File: config.mk
export PLATFORM = sky130hd
export DESIGN_NAME = out_decim_fifo_flat
export DESIGN_NICKNAME = d
export VERILOG_FILES = /design/src/rtl/out_decim_fifo_pkg.sv /design/src/rtl/out_decim_fifo_if.sv /design/src/rtl/out_decim_fifo_sync_fifo.sv /design/src/rtl/out_decim_fifo.sv /design/src/flat_wrapper.sv
export SDC_FILE = /design/constraint.sdc
export NUM_CORES = 1
export LEC_CHECK = 0
export ABC_AREA = 1
export CAP_MARGIN = 0
export CORE_ASPECT_RATIO = 1.25
export CORE_MARGIN = 2
export CORE_UTILIZATION = 49
export CTS_CLUSTER_SIZE = 14
export DETAILED_ROUTE_END_ITERATION = 8
export PLACE_DENSITY_LB_ADDON = 0.25
export SETUP_SLACK_MARGIN = 0.5
export SLEW_MARGIN = 20
export SYNTH_ARGS = -nofsm -noshare
export SYNTH_HDL_FRONTEND = slang
export SYNTH_SLANG_ARGS = --single-unit
File: constraint.sdc
create_clock -name clock -period 2.2 [get_ports clock]
set_input_delay 0.33 -clock clock [delete_from_list [all_inputs] [get_ports clock]]
set_output_delay 0.33 -clock clock [all_outputs]
set_load 0.01 [all_outputs]
File: src/rtl/out_decim_fifo_pkg.sv
// Shared widths and helpers for the output decimator + FIFO.
// Holds sample width, depth, pointer/count widths, decim helper.
package out_decim_fifo_pkg;

  localparam int NB_DATA    = 8;
  localparam int FIFO_DEPTH = 4;
  localparam int PTR_W      = $clog2(FIFO_DEPTH);
  localparam int CNT_W      = PTR_W + 1;
  localparam int DECIM_W    = 4;

  // A factor of 0 behaves as 1 (push every enabled sample).
  function automatic logic [DECIM_W-1:0] eff_decim(
    input logic [DECIM_W-1:0] d
  );
    return (d == '0) ? DECIM_W'(1) : d;
  endfunction

endpackage

File: src/rtl/out_decim_fifo_if.sv
// Sample stream in, FIFO head/status out, for out_decim_fifo.
// master: stimulus/consumer side; slave: the decimator block.
interface out_decim_fifo_if #(
  parameter int NB_DATA    = out_decim_fifo_pkg::NB_DATA,
  parameter int FIFO_DEPTH = out_decim_fifo_pkg::FIFO_DEPTH
);

  logic                        i_enable;
  logic signed [NB_DATA-1:0]   i_data;
  logic [3:0]                  i_decim;
  logic                        i_ready;
  logic                        i_clear_ovf;
  logic signed [NB_DATA-1:0]   o_data;
  logic                        o_valid;
  logic [$clog2(FIFO_DEPTH):0] o_count;
  logic                        o_overflow;

  modport master (
    output i_enable,
    output i_data,
    output i_decim,
    output i_ready,
    output i_clear_ovf,
    input  o_data,
    input  o_valid,
    input  o_count,
    input  o_overflow
  );

  modport slave (
    input  i_enable,
    input  i_data,
    input  i_decim,
    input  i_ready,
    input  i_clear_ovf,
    output o_data,
    output o_valid,
    output o_count,
    output o_overflow
  );

endinterface

File: src/rtl/out_decim_fifo_sync_fifo.sv
// First-word fall-through FIFO with a registered head word.
// Ports: push/wr_data in, pop in, rd_data/valid/count/full/empty out.
module sync_fifo #(
  parameter  int NB_DATA    = out_decim_fifo_pkg::NB_DATA,
  parameter  int FIFO_DEPTH = out_decim_fifo_pkg::FIFO_DEPTH,
  localparam int PTR_W      = $clog2(FIFO_DEPTH),
  localparam int CNT_W      = PTR_W + 1
) (
  input  logic                      clk,
  input  logic                      rst_n,
  input  logic                      push,
  input  logic                      pop,
  input  logic signed [NB_DATA-1:0] wr_data,
  output logic signed [NB_DATA-1:0] rd_data,
  output logic                      valid,
  output logic [CNT_W-1:0]          count,
  output logic                      full,
  output logic                      empty
);

  logic signed [NB_DATA-1:0] mem [FIFO_DEPTH];
  logic signed [NB_DATA-1:0] head_nxt;
  logic [PTR_W-1:0]          wr_ptr;
  logic [PTR_W-1:0]          rd_ptr;
  logic [PTR_W-1:0]          rd_nxt;
  logic [CNT_W-1:0]          left;
  logic [CNT_W-1:0]          cnt_nxt;
  logic                      do_push;
  logic                      do_pop;

  assign full    = (count == CNT_W'(FIFO_DEPTH));
  assign empty   = (count == '0);
  assign do_pop  = pop && !empty;
  assign do_push = push && (!full || do_pop);

  // Head register is loaded with what the head will be after this
  // edge; when nothing older remains, the incoming word is the head.
  always_comb begin
    rd_nxt   = rd_ptr + PTR_W'(do_pop);
    left     = count - CNT_W'(do_pop);
    cnt_nxt  = left + CNT_W'(do_push);
    head_nxt = '0;
    priority case (1'b1)
      (cnt_nxt == '0): head_nxt = '0;
      (left == '0):    head_nxt = wr_data;
      default:         head_nxt = mem[rd_nxt];
    endcase
  end

  always_ff @(posedge clk or negedge rst_n) begin
    if (!rst_n) begin
      wr_ptr  <= '0;
      rd_ptr  <= '0;
      count   <= '0;
      rd_data <= '0;
      valid   <= 1'b0;
    end else begin
      if (do_push)
        wr_ptr <= wr_ptr + 1'b1;
      rd_ptr  <= rd_nxt;
      count   <= cnt_nxt;
      rd_data <= head_nxt;
      valid   <= (cnt_nxt != '0);
    end
  end

  always_ff @(posedge clk) begin
    if (do_push)
      mem[wr_ptr] <= wr_data;
  end

endmodule

File: src/rtl/out_decim_fifo.sv
// Decimates the FIR output stream and buffers kept samples.
// Ports: clock, i_reset (async, low), bus (slave) with stream/status.
module out_decim_fifo #(
  parameter  int NB_DATA    = out_decim_fifo_pkg::NB_DATA,
  parameter  int FIFO_DEPTH = out_decim_fifo_pkg::FIFO_DEPTH,
  localparam int CNT_W      = $clog2(FIFO_DEPTH) + 1
) (
  input  logic             clock,
  input  logic             i_reset,
  out_decim_fifo_if.slave  bus
);

  import out_decim_fifo_pkg::*;

  logic [DECIM_W-1:0]        phase;
  logic [DECIM_W-1:0]        d_eff;
  logic                      push;
  logic                      pop;
  logic                      ovf_evt;
  logic                      ovf_q;
  logic signed [NB_DATA-1:0] head;
  logic                      head_vld;
  logic [CNT_W-1:0]          count;
  logic                      full;
  logic                      empty;

  assign d_eff = eff_decim(bus.i_decim);

  // Comparing with >= makes a lowered factor push on the next
  // enabled cycle instead of running the phase to its old limit.
  assign push    = bus.i_enable && (phase >= d_eff - 1'b1);
  assign pop     = bus.i_ready && !empty;
  assign ovf_evt = push && full && !pop;

  always_ff @(posedge clock or negedge i_reset) begin
    if (!i_reset) begin
      phase <= '0;
    end else if (bus.i_enable) begin
      phase <= push ? '0 : phase + 1'b1;
    end
  end

  always_ff @(posedge clock or negedge i_reset) begin
    if (!i_reset)
      ovf_q <= 1'b0;
    else if (ovf_evt)
      ovf_q <= 1'b1;
    else if (bus.i_clear_ovf)
      ovf_q <= 1'b0;
  end

  sync_fifo #(
    .NB_DATA    (NB_DATA),
    .FIFO_DEPTH (FIFO_DEPTH)
  ) u_fifo (
    .clk     (clock),
    .rst_n   (i_reset),
    .push    (push),
    .pop     (pop),
    .wr_data (bus.i_data),
    .rd_data (head),
    .valid   (head_vld),
    .count   (count),
    .full    (full),
    .empty   (empty)
  );

  assign bus.o_data     = head;
  assign bus.o_valid    = head_vld;
  assign bus.o_count    = count;
  assign bus.o_overflow = ovf_q;

endmodule

File: src/flat_wrapper.sv
// flat-port wrapper written by rule: the top's interface ports become plain ports
module out_decim_fifo_flat import out_decim_fifo_pkg::*;
#(
  parameter  int NB_DATA    = out_decim_fifo_pkg::NB_DATA,
  parameter  int FIFO_DEPTH = out_decim_fifo_pkg::FIFO_DEPTH,
  localparam int CNT_W      = $clog2(FIFO_DEPTH) + 1
)
  (clock, i_reset, bus_i_enable, bus_i_data, bus_i_decim, bus_i_ready, bus_i_clear_ovf, bus_o_data, bus_o_valid, bus_o_count, bus_o_overflow);
  out_decim_fifo_if #(.NB_DATA(NB_DATA), .FIFO_DEPTH(FIFO_DEPTH)) bus_i ();
  input  logic clock;
  input  logic i_reset;
  input wire logic [$bits(bus_i.i_enable)-1:0] bus_i_enable;
  input wire logic [$bits(bus_i.i_data)-1:0] bus_i_data;
  input wire logic [$bits(bus_i.i_decim)-1:0] bus_i_decim;
  input wire logic [$bits(bus_i.i_ready)-1:0] bus_i_ready;
  input wire logic [$bits(bus_i.i_clear_ovf)-1:0] bus_i_clear_ovf;
  output wire logic [$bits(bus_i.o_data)-1:0] bus_o_data;
  output wire logic [$bits(bus_i.o_valid)-1:0] bus_o_valid;
  output wire logic [$bits(bus_i.o_count)-1:0] bus_o_count;
  output wire logic [$bits(bus_i.o_overflow)-1:0] bus_o_overflow;
  assign bus_i.i_enable = bus_i_enable;
  assign bus_i.i_data = bus_i_data;
  assign bus_i.i_decim = bus_i_decim;
  assign bus_i.i_ready = bus_i_ready;
  assign bus_i.i_clear_ovf = bus_i_clear_ovf;
  assign bus_o_data = bus_i.o_data;
  assign bus_o_valid = bus_i.o_valid;
  assign bus_o_count = bus_i.o_count;
  assign bus_o_overflow = bus_i.o_overflow;
  out_decim_fifo #(.NB_DATA(NB_DATA), .FIFO_DEPTH(FIFO_DEPTH)) u_core (.clock(clock), .i_reset(i_reset), .bus(bus_i));
endmodule
; Word-level counts from Yosys, hierarchy flattened
; Memory sizes are Yosys's and may differ from the RTL's.
; Cells that the tools add are included.
[word_totals]
output_inout_bits = 13
word_cells = 40
in_bits = 17
ramBits = 32
n_memories = 1
reg_bits = 21
[memory_table]
columns = name, depth, word_bits, read_ports, rd_ports_with_merged_regs, write_ports, line_no
row1 = u_core.u_fifo.mem, 4, 8, 1, 0, 1, out_decim_fifo_sync_fifo.sv:21  ; logic signed [NB_DATA-1:0] mem [FIFO_DEPTH];
[classes]
mux = 8
eq_ne = 1
add_sub_neg = 6
n_reduce_logical = 16
magnitude_cmp = 1
[op_table]
columns = op, n
row1 = $mux 8, 2
row2 = $logic_not 3->1, 3
row3 = $mux 4, 2
row4 = $logic_and 1x1->1, 6
row5 = $add 4x1->4 const B, 1
row6 = $ge 4x4->1, 1
row7 = $logic_not 4->1, 1
row8 = $mux 1, 4
row9 = $sub 4x1->4 const B, 1
row10 = $add 3x1->3, 1
row11 = $eq 3x3->1 const B, 1
row12 = $logic_not 1->1, 3
row13 = $reduce_bool 3->1, 1
row14 = $sub 3x1->3, 1
row15 = $add 2x1->2, 1
row16 = $add 2x1->2 const B, 1
row17 = $reduce_bool 2->1, 1
row18 = $logic_or 1x1->1, 1

; Logic depth before layout (Yosys ltp)
; Gate-level depths: netlist of run 1.
[logic_depth]
word_depth = 9
ltp_mapped = 18
ltp_nobuf = 18

; Cells and area by module
; From an unflattened synthesis of run 1, not the netlist that was laid out.
[hier_totals]
hier_cells = 281
area_unflattened_um2 = 2658.8
[modules_own_cells]
columns = module, area_each_um2, n_inst, cells_per_inst, seq_area_each_um2
row1 = sync_fifo, 2269.7, 1, 230, 1361.3
row2 = out_decim_fifo, 389.1, 1, 51, 125.1

; Worst setup path before layout of run 1
; OpenSTA, ideal clock, no wires.
[synth_timing]
path_kind = in2reg
start = input port bus_i_decim[1]
end = register u_core.u_fifo.rd_data[0]
path_slack_ps = -258
t_arrival_ps = 2322
setup_time_ps = 136
path_buffers = 0
required_time_ps = 2064
path_stages = 17
cell_sequence = nor2_1 nand2_1 nand2_1 nor2_1 xor2_1 inv_1 ha_1 nand2_1 inv_1 nand2_1 nand2_1 nand3_2 inv_1 ha_1 ha_1 nor3_4 a21oi_1
[synth_via]
elab_chain_cells = 9
[synth_rtl]
columns = item, line_no
row1 = start: declaration, flat_wrapper.sv:14  ; input wire logic [$bits(bus_i.i_decim)-1:0] bus_i_decim;
row2 = $logic_not 4->1, out_decim_fifo_pkg.sv:15  ; return (d == '0) ? DECIM_W'(1) : d;
row3 = $mux 4 (*), out_decim_fifo_pkg.sv:15
row4 = $sub 4x1->4 (*), out_decim_fifo.sv:31  ; assign push = bus.i_enable && (phase >= d_eff - 1'b1);
row5 = $ge 4x4->1 (*), out_decim_fifo.sv:31
row6 = $logic_and 1x1->1 (*), out_decim_fifo.sv:31
row7 = $logic_and 1x1->1 (*), out_decim_fifo_sync_fifo.sv:34  ; assign do_push = push && (!full || do_pop);
row8 = via u_core.u_fifo.do_push, out_decim_fifo_sync_fifo.sv:28  ; logic do_push;
row9 = $add 3x1->3 (*), out_decim_fifo_sync_fifo.sv:41  ; cnt_nxt = left + CNT_W'(do_push);
row10 = via u_core.u_fifo.cnt_nxt[1], out_decim_fifo_sync_fifo.sv:27  ; logic [CNT_W-1:0] cnt_nxt;
row11 = $logic_not 3->1 (*), out_decim_fifo_sync_fifo.sv:44  ; (cnt_nxt == '0): head_nxt = '0;
row12 = $mux 8 (*), out_decim_fifo_sync_fifo.sv:43  ; priority case (1'b1)
row13 = via u_core.u_fifo.head_nxt[0], out_decim_fifo_sync_fifo.sv:22  ; logic signed [NB_DATA-1:0] head_nxt;
row14 = end signal: assignment, out_decim_fifo_sync_fifo.sv:62  ; rd_data <= head_nxt;
row15 = end: declaration, out_decim_fifo_sync_fifo.sv:14  ; output logic signed [NB_DATA-1:0] rd_data,
; Mark *: on every way through the listed nets, which the timed path passes. The rest lies on a longest branch.
; A chain may end at the register's enable or synchronous reset.

; Worst setup path in the final report of run 1
[layout_timing]
start = input port bus_i_decim[2]
end = register u_core.u_fifo.rd_data[4]
; Same word-level chain as after synthesis.

==> results.md, run 1 <==
- Failing checks: negative setup slack
- FP Rows: 28
- Crit path time final: 2.23 ns
- Final hold slack: 0.372 ns
- Clock Tree Buf Depth: 2
- Net Switching: 1.76 mW
- Detail Route Antenna Nets: 0
- Kind of end point of the critical path: register
- Worst path cell trace: buf_8 > nor2_4 > nand2_2 > buf_4 > buf_4 > buf_4 > buf_4 > buf_4 > nand3_2 > nand2_1 > nand2_1 > nand2_2 > nand2_4 > nand3_4 > inv_2 > ha_4 > ha_4 > nor3_4 > buf_6 > buf_12 > a21oi_2
- Simple-gate share of the synthesized area: 0.134
- RSZ-0062 raised after global routing: true
- Gpl congestion: 0.764
- Netlist cell types: 23
- Die area: 0.00544 sq mm
- Peak VDD IR: 0.863 mV
- Mean routed wirelength per cell: 14.8 um
- Antenna cells: 0
- Worst-path maximum fanout: 5
- Post-Syn Instances: 198
- Initial antenna violation count: 0
- # DRC: 0
- Final setup fails: 9
- Pint: 3.02 mW
- P_leak: 1.49 nW
- Worst skew pair latency: 0.30 ns
- Cell mode on critical path: buf_4
- TritonCTS clock tree: built
- Synth Area in Compound Gates: 0.0315
- Cts hold-fix bufs: 0
- Slew @ Worst Pin: 0.319 ns
- Req. time, crit path: 2.39 ns
- Vias in the first global route: 1627
- Status: finished, violations left
- Worst path slowest cell: ha_4
- Clock buffer count from CTS: 5
- Sequential share of power: 0.300
- Max-slew violations: 0
- Largest family of logic cells by synthesized area: simple AND/OR/NAND/NOR gates
- Clk_skew: 0.00627 ns
- Placeable core area: 0.00469 sq mm
- DPL Wire Length: 3190 um
- DR iter-0 viols: 76
- Design area: 0.00342 sq mm
- First drt pass iteration count: 4
- H-Tree Level Count: 2
- Gr ovfl total: 0
- Final Net Count: 306
- Dpl cell area: 0.00301 sq mm
- Syn Std Cell Area: 0.00238 sq mm
- Post-route setup slack: -0.0349 ns
- Vias per cell: 4.97
- Area Overhead vs Synth: 43.7%
- Fraction of layout cells with a size suffix above 1: 0.350
- Via count: 1674
- Synth Area in Adders: 0.0683
- Comb power frac: 0.589
- Final period util: 1.02
- Largest net degree at the start of global routing: 22
- Hold Violations, Final: 0
- Initial Util: 0.507
- Gr usage total: 0.195
- Syn_nets: 228
- Dpl ws: -0.767 ns
- Peak Freq: 447 MHz
- Post-Route WL: 4980 um
- Syn Area/Cell: 12.0 sq um
- Worst Setup Path Type: in -> reg
- Fillers: 336
- Overall Power: 4.78 mW
- #FFs+latches synth: 53
- Yosys Warn Count: 0
- Top Ports: 30
- Die extent in y: 81.9 um
- Hold/Removal Path Class: in -> async
- Startpoint Class: input port
- I/O Buffers: 29
- Asr flop ratio synth: 0.396
- Root Driver: clkbuf_8
- Most frequent cells in the layout: nand2_1, edfxtp_1, buf_4
- Max stage delay on crit path: 0.20 ns
- Most common library cell in the layout ignoring fill and taps: nand2_1
- Synth Area in XOR/XNOR: 0.0279
- Max-cap violations: 0
- Post-synth EDFFs: 32
- Sequential area share after synthesis: 0.624
- Clock Power Share: 0.111
- Top FF cell, synth: edfxtp_1
- Sw frac: 0.368
- Relative slew slack: 0.786
- Post-synthesis mux area share: 0.0673
- First-pass GRT wire length: 7640 um
- Clock Pin Slew Worst Setup and Hold Paths: 0.09 ns
- Arr. time, crit path: 2.43 ns
- Clk sinks: 53
- P per Cell Area: 1400 mW/mm^2
- Die Span X: 66.4 um
## through the flow
stage | util | instances | TNS [ns]
finish | 0.729 | 337 | -0.211
global route | 0.729 | 337 | -3.02
CTS | 0.711 | 333 | -0.419
detailed placement | 0.642 | 312 | -24.92
global placement | 0.642 | 312 | -22.74
floorplan | - | 198 | -0.901
## state kept, by name, indices dropped and copies added, names as in the netlist
signal                 cells
u_core.u_fifo.mem         32
u_core.u_fifo.rd_data      8
u_core.phase               4
u_core.u_fifo.count        3
u_core.u_fifo.rd_ptr       2
u_core.u_fifo.wr_ptr       2
u_core.bus.o_overflow      1
u_core.u_fifo.valid        1
## worst max-delay path: cells and delay by family
kind	cells	cell delay [ns]
fa+ha+maj	2	0.33
buf+inv	9	1.05
compound gates	1	0.03
simple gates	9	0.67
## repair_timing
item,4_1_cts,5_1_grt
endpoints found under the setup margin,51,51
resized for setup,57,13
pin swaps,14,7
cloned,1,0
buffers inserted,12,4
## logic make-up after synthesis
| logic type | count (synthesis) |
|---|---|
| compound gates | 14 |
| mux | 16 |
| flops | 53 |
| simple gates | 71 |
| xor+xnor | 5 |
| buf+inv | 26 |
| fa+ha+maj | 13 |
## power by group through the flow
stage | Combinational (mW) | Clock (mW) | Sequential [mW]
after detailed placement | 2.27 | 0 | 1.45
after global routing | 3.05 | 0.590 | 1.46
after floorplan | 1.29 | 0 | 1.49
final | 2.82 | 0.533 | 1.43
after global placement | 2.23 | 0 | 1.45
after CTS | 2.65 | 0.542 | 1.43
## layout make-up
cell class / instances / area, sq um / share of cell area
clock buffer: 5 / 68.8 / 0.0201
sequential: 53 / 1490 / 0.435
clock inverter: 3 / 17.5 / 0.00512
multi-input combinational: 119 / 951 / 0.278
inverter: 23 / 87.6 / 0.0256
timing repair buffer: 74 / 734 / 0.215
tap: 60 / 75.1 / 0.0219
## synthesized netlist by cell type, drive strengths merged, types with 2 or more instances
cell type	count	area share
a21oi	12	0.025
buf	3	0.010
dfrtp	21	0.22
edfxtp	32	0.40
ha	13	0.068
inv	22	0.035
mux2i	16	0.067
nand2	42	0.066
nand3	13	0.032
nand4	4	0.011
nor2	9	0.014
nor3	2	0.0089
xnor2	3	0.020
xor2	2	0.0074
## routing by layer
layer	share of wire	up-vias	wire (um)	GRT usage
met2	0.53	45	2650	0.355
met5	0	-	0	0
met3	0.035	15	174	0.0329
met4	0.033	0	162	0.0878
met1	0.40	784	1990	0.223
li1	-	830	-	-
## worst paths after layout
kind | from | end | slack, ns | cells after the start
setup / recovery | bus_i_decim[2] | u_core.u_fifo.rd_data[4] | -0.03 | 21
hold / removal | i_reset | u_core.u_fifo.count[1] | 0.37 | 2
setup reg to reg | u_core.phase[3] | u_core.u_fifo.rd_data[4] | 0.07 | 12
hold reg to reg | u_core.u_fifo.wr_ptr[1] | u_core.u_fifo.wr_ptr[1] | 0.55 | 2
max in group asynchronous | i_reset | u_core.u_fifo.rd_data[4] | 1.59 | 2
min in group clock | u_core.u_fifo.wr_ptr[1] | u_core.u_fifo.wr_ptr[1] | 0.55 | 2
No activity file was read; power rests on OpenSTA's default activity.
==> inputs of run 2 (changes only) <==
- HOLD_SLACK_MARGIN: not set -> 0.08
==> results of run 2 <==
No change in the layout: final DEF, timing and power equal those of run 1.
==> inputs of run 3 (changes only) <==
- CAP_MARGIN: 0 -> not set
- CORE_UTILIZATION: 49 -> 59
- clock period: 2.2 -> 2.85 ns (I/O delays scaled with it)
==> run 3 against run 2 <==
  * The run now ends clean
  * Register-to-register slack improved by 0.47 ns
  * Die area decreased by 16%
  * Worst setup slack improved by 0.51 ns
  * Largest power group unchanged
==> results.md, run 3 (synthesized netlist as in run 1, its figures left out) <==
- FF-to-FF setup slack: 0.54 ns (+0.47 ns)
- Top Ports: 30 (unchanged)
- Startpoint Class: input port
- Post-Route WL: 5090 um (+2.3%)
- Peak VDD IR: 0.691 mV (-20%)
- First-pass GRT wire length: 7970 um (+4.3%)
- Area Overhead vs Synth: 32.3%
- Via count: 1651 (-1.4%)
- Clk sinks: 53 (unchanged)
- P_leak: 1.35 nW (-9.5%)
- Final TNS setup: 0 ns (+0.211 ns)
- Sequential share of power: 0.319 (+0.019)
- First drt pass iteration count: 4 (unchanged)
- Final setup fails: 0 (-9)
- Sw frac: 0.369 (+0.000735)
- RSZ-0062 raised after global routing: true
- Root Driver: clkbuf_8
- Regs by FF count: u_core.u_fifo.mem x32, u_core.u_fifo.rd_data x8, u_core.phase x4
- Worst-path maximum fanout: 5 (unchanged)
- Clock Pin Slew Worst Setup and Hold Paths: 0.09 ns (about the same)
- Dpl cells: 290 (-7.1%)
- Clk_skew: 0.00882 ns (+0.00255 ns)
- Final Net Count: 281 (-8.2%)
- FP Rows: 25 (-11%)
- Cell mode on critical path: nand2_2
- P per Cell Area: 1110 mW/mm^2 (-21%)
- Worst flop-to-flop path endpoint: u_core.u_fifo.rd_data[1]
- Max stage delay on crit path: 0.27 ns (+0.07 ns)
- Slew @ Worst Pin: 0.867 ns (+0.548 ns)
- Clock buffer count from CTS: 5 (unchanged)
- Top reg by flops: u_core.u_fifo.mem
- Worst Setup Path Type: in -> reg
- Initial antenna violation count: 0 (unchanged)
- Cell type group with the largest total delay on the critical path: simple AND/OR/NAND/NOR gates
- DPL Wire Length: 3260 um (+2.1%)
- Initial Util: 0.624 (+0.117)
- Relative slew slack: 0.422 (-0.364)
- Die extent in y: 75.0 um (-8.4%)
- TritonCTS clock tree: built
- H-Tree Level Count: 2 (unchanged)
- Worst path slowest cell: ha_1
- Net Switching: 1.29 mW (-27%)
- Most frequent cells in the layout: nand2_1, edfxtp_1, clkdlybuf4s50_1
- Status: finished, final reports clean
- R2r worst-path depth: 7 (-5)
- Die Span X: 60.8 um (-8.3%)
- Final period util: 0.832
- Max reg flops: 32 (unchanged)
- Peak Freq: 422 MHz
- # DRC: 0 (unchanged)
- DR iter-0 viols: 59 (-22%)
- Vias per cell: 5.40 (+8.6%)
- Max-slew violations: 0 (unchanged)
- Antenna cells: 0 (unchanged)
- Worst path cell trace: buf_8 > nor2_4 > nand2_2 > nand2_2 > nor2_4 > xor2_1 > inv_1 > ha_1 > nand2_1 > inv_1 > nand2_2 > nand2_4 > nand3_4 > inv_2 > ha_4 > ha_4 > xnor2_4 > nor3_4 > buf_6 > buf_12 > a21oi_2
- I/O Buffers: 29 (unchanged)
- Largest net degree at the start of global routing: 22 (unchanged)
- Gr usage total: 0.245 (+0.0503)
- Vias in the first global route: 1713 (+5.3%)
- Crit path from: bus_i_decim[1]
- Worst skew pair latency: 0.31 ns (about the same)
- Req. time, crit path: 3.04 ns (+0.65 ns)
- Most common library cell in the layout ignoring fill and taps: nand2_1
- Placeable core area: 0.00382 sq mm (-19%)
- Cts hold-fix bufs: 0 (unchanged)
- Clock Tree Buf Depth: 2 (unchanged)
- Buffers & Inverters on Critical Path: 6 (-3)
- Pint: 2.21 mW (-27%)
- Detail Route Antenna Nets: 0 (unchanged)
- Gr ovfl total: 0 (unchanged)
- Comb power frac: 0.530 (-0.059)
- Hold/Removal Path Class: in -> async
- Max-cap violations: 0 (unchanged)
- Kind of end point of the critical path: register
- Fillers: 226 (-33%)
- Crit Reg-Reg Startpoint: u_core.u_fifo.count[2]
- Worst path depth: 21 (unchanged)
- Fin cells: 306 (-9.2%)
- Clock Power Share: 0.151 (+0.040)
- Fraction of layout cells with a size suffix above 1: 0.250 (-0.100)
- Die area: 0.00456 sq mm (-16%)
- CP Capture Point: u_core.u_fifo.rd_data[1]
- Mean routed wirelength per cell: 16.6 um (+13%)
- Arr. time, crit path: 2.56 ns (+0.13 ns)
- Crit path time final: 2.37 ns
- Hold Violations, Final: 0 (unchanged)
- Gpl congestion: 0.749 (-2.0%)
run 3: worst register-to-register path, delay by kind of cell (launching register included):
family / cells / cell delay (ns)
AOI/OAI and AO/OA: 1 / 0.07
DFF: 1 / 0.47
adders and majority gates: 1 / 0.86
and+or+nand+nor: 4 / 0.49
muxes: 1 / 0.31
run 3: power by group through the flow:
stage          clock network [mW]  logic (mW)  registers, mW
2_1_floorplan                   0       0.995           1.15
3_3_place_gp                    0        1.48           1.12
3_5_place_dp                    0        1.56           1.13
4_1_cts                     0.529        1.78           1.11
5_1_grt                     0.556        2.00           1.13
6_report                    0.528        1.86           1.12
run 3: worst min path at each step:
stage | start | to | slack, ns | cells after the start
after CTS | i_reset | u_core.u_fifo.count[2] | 0.46 | 2
after floorplan | i_reset | u_core.bus.o_overflow | 0.13 | 0
after global placement | u_core.u_fifo.wr_ptr[1] | u_core.u_fifo.wr_ptr[1] | 0.51 | 2
final | i_reset | u_core.bus.o_overflow | 0.46 | 2
after global routing | i_reset | u_core.bus.o_overflow | 0.50 | 2
after detailed placement | u_core.phase[0] | u_core.phase[0] | 0.53 | 2
run 3: layer usage:
metal | part of all wire | GRT usage | routed length (um) | up-vias
met5 | 0 | 0 | 0 | -
met4 | 0.027 | 0.111 | 138 | 0
met3 | 0.034 | 0.0275 | 173 | 14
met2 | 0.57 | 0.456 | 2890 | 44
met1 | 0.37 | 0.276 | 1890 | 815
li1 | - | - | - | 778
run 3: layout make-up:
class / count / area (sq um) / share of cell area
Clock inverter: 2 / 37.5 / 0.0119
Tap cell: 54 / 67.6 / 0.0214
Inverter: 23 / 87.6 / 0.0278
Sequential cell: 53 / 1490 / 0.472
Timing Repair Buffer: 49 / 493 / 0.156
Multi-Input combinational cell: 119 / 896 / 0.284
Clock buffer: 6 / 82.6 / 0.0262
run 3: per-stage QoR:
stage	util	cell area (sq um)	hold WS (ns)	total power, mW	worst slack (ns)
after floorplan	-	2440	0.132	2.15	0.452
after global placement	0.753	2870	0.508	2.59	-0.168
after detailed placement	0.753	2870	0.532	2.68	-0.253
after CTS	0.815	3110	0.460	3.42	0.487
after global routing	0.826	3150	0.497	3.68	0.377
final	0.826	3150	0.458	3.50	0.479
run 3: what timing repair did:
action,4_1_cts,5_1_grt
resized for setup,40,6
pin swaps,10,8
gates cloned,1,0
endpoints found under the setup margin,43,9
buffers inserted,5,2
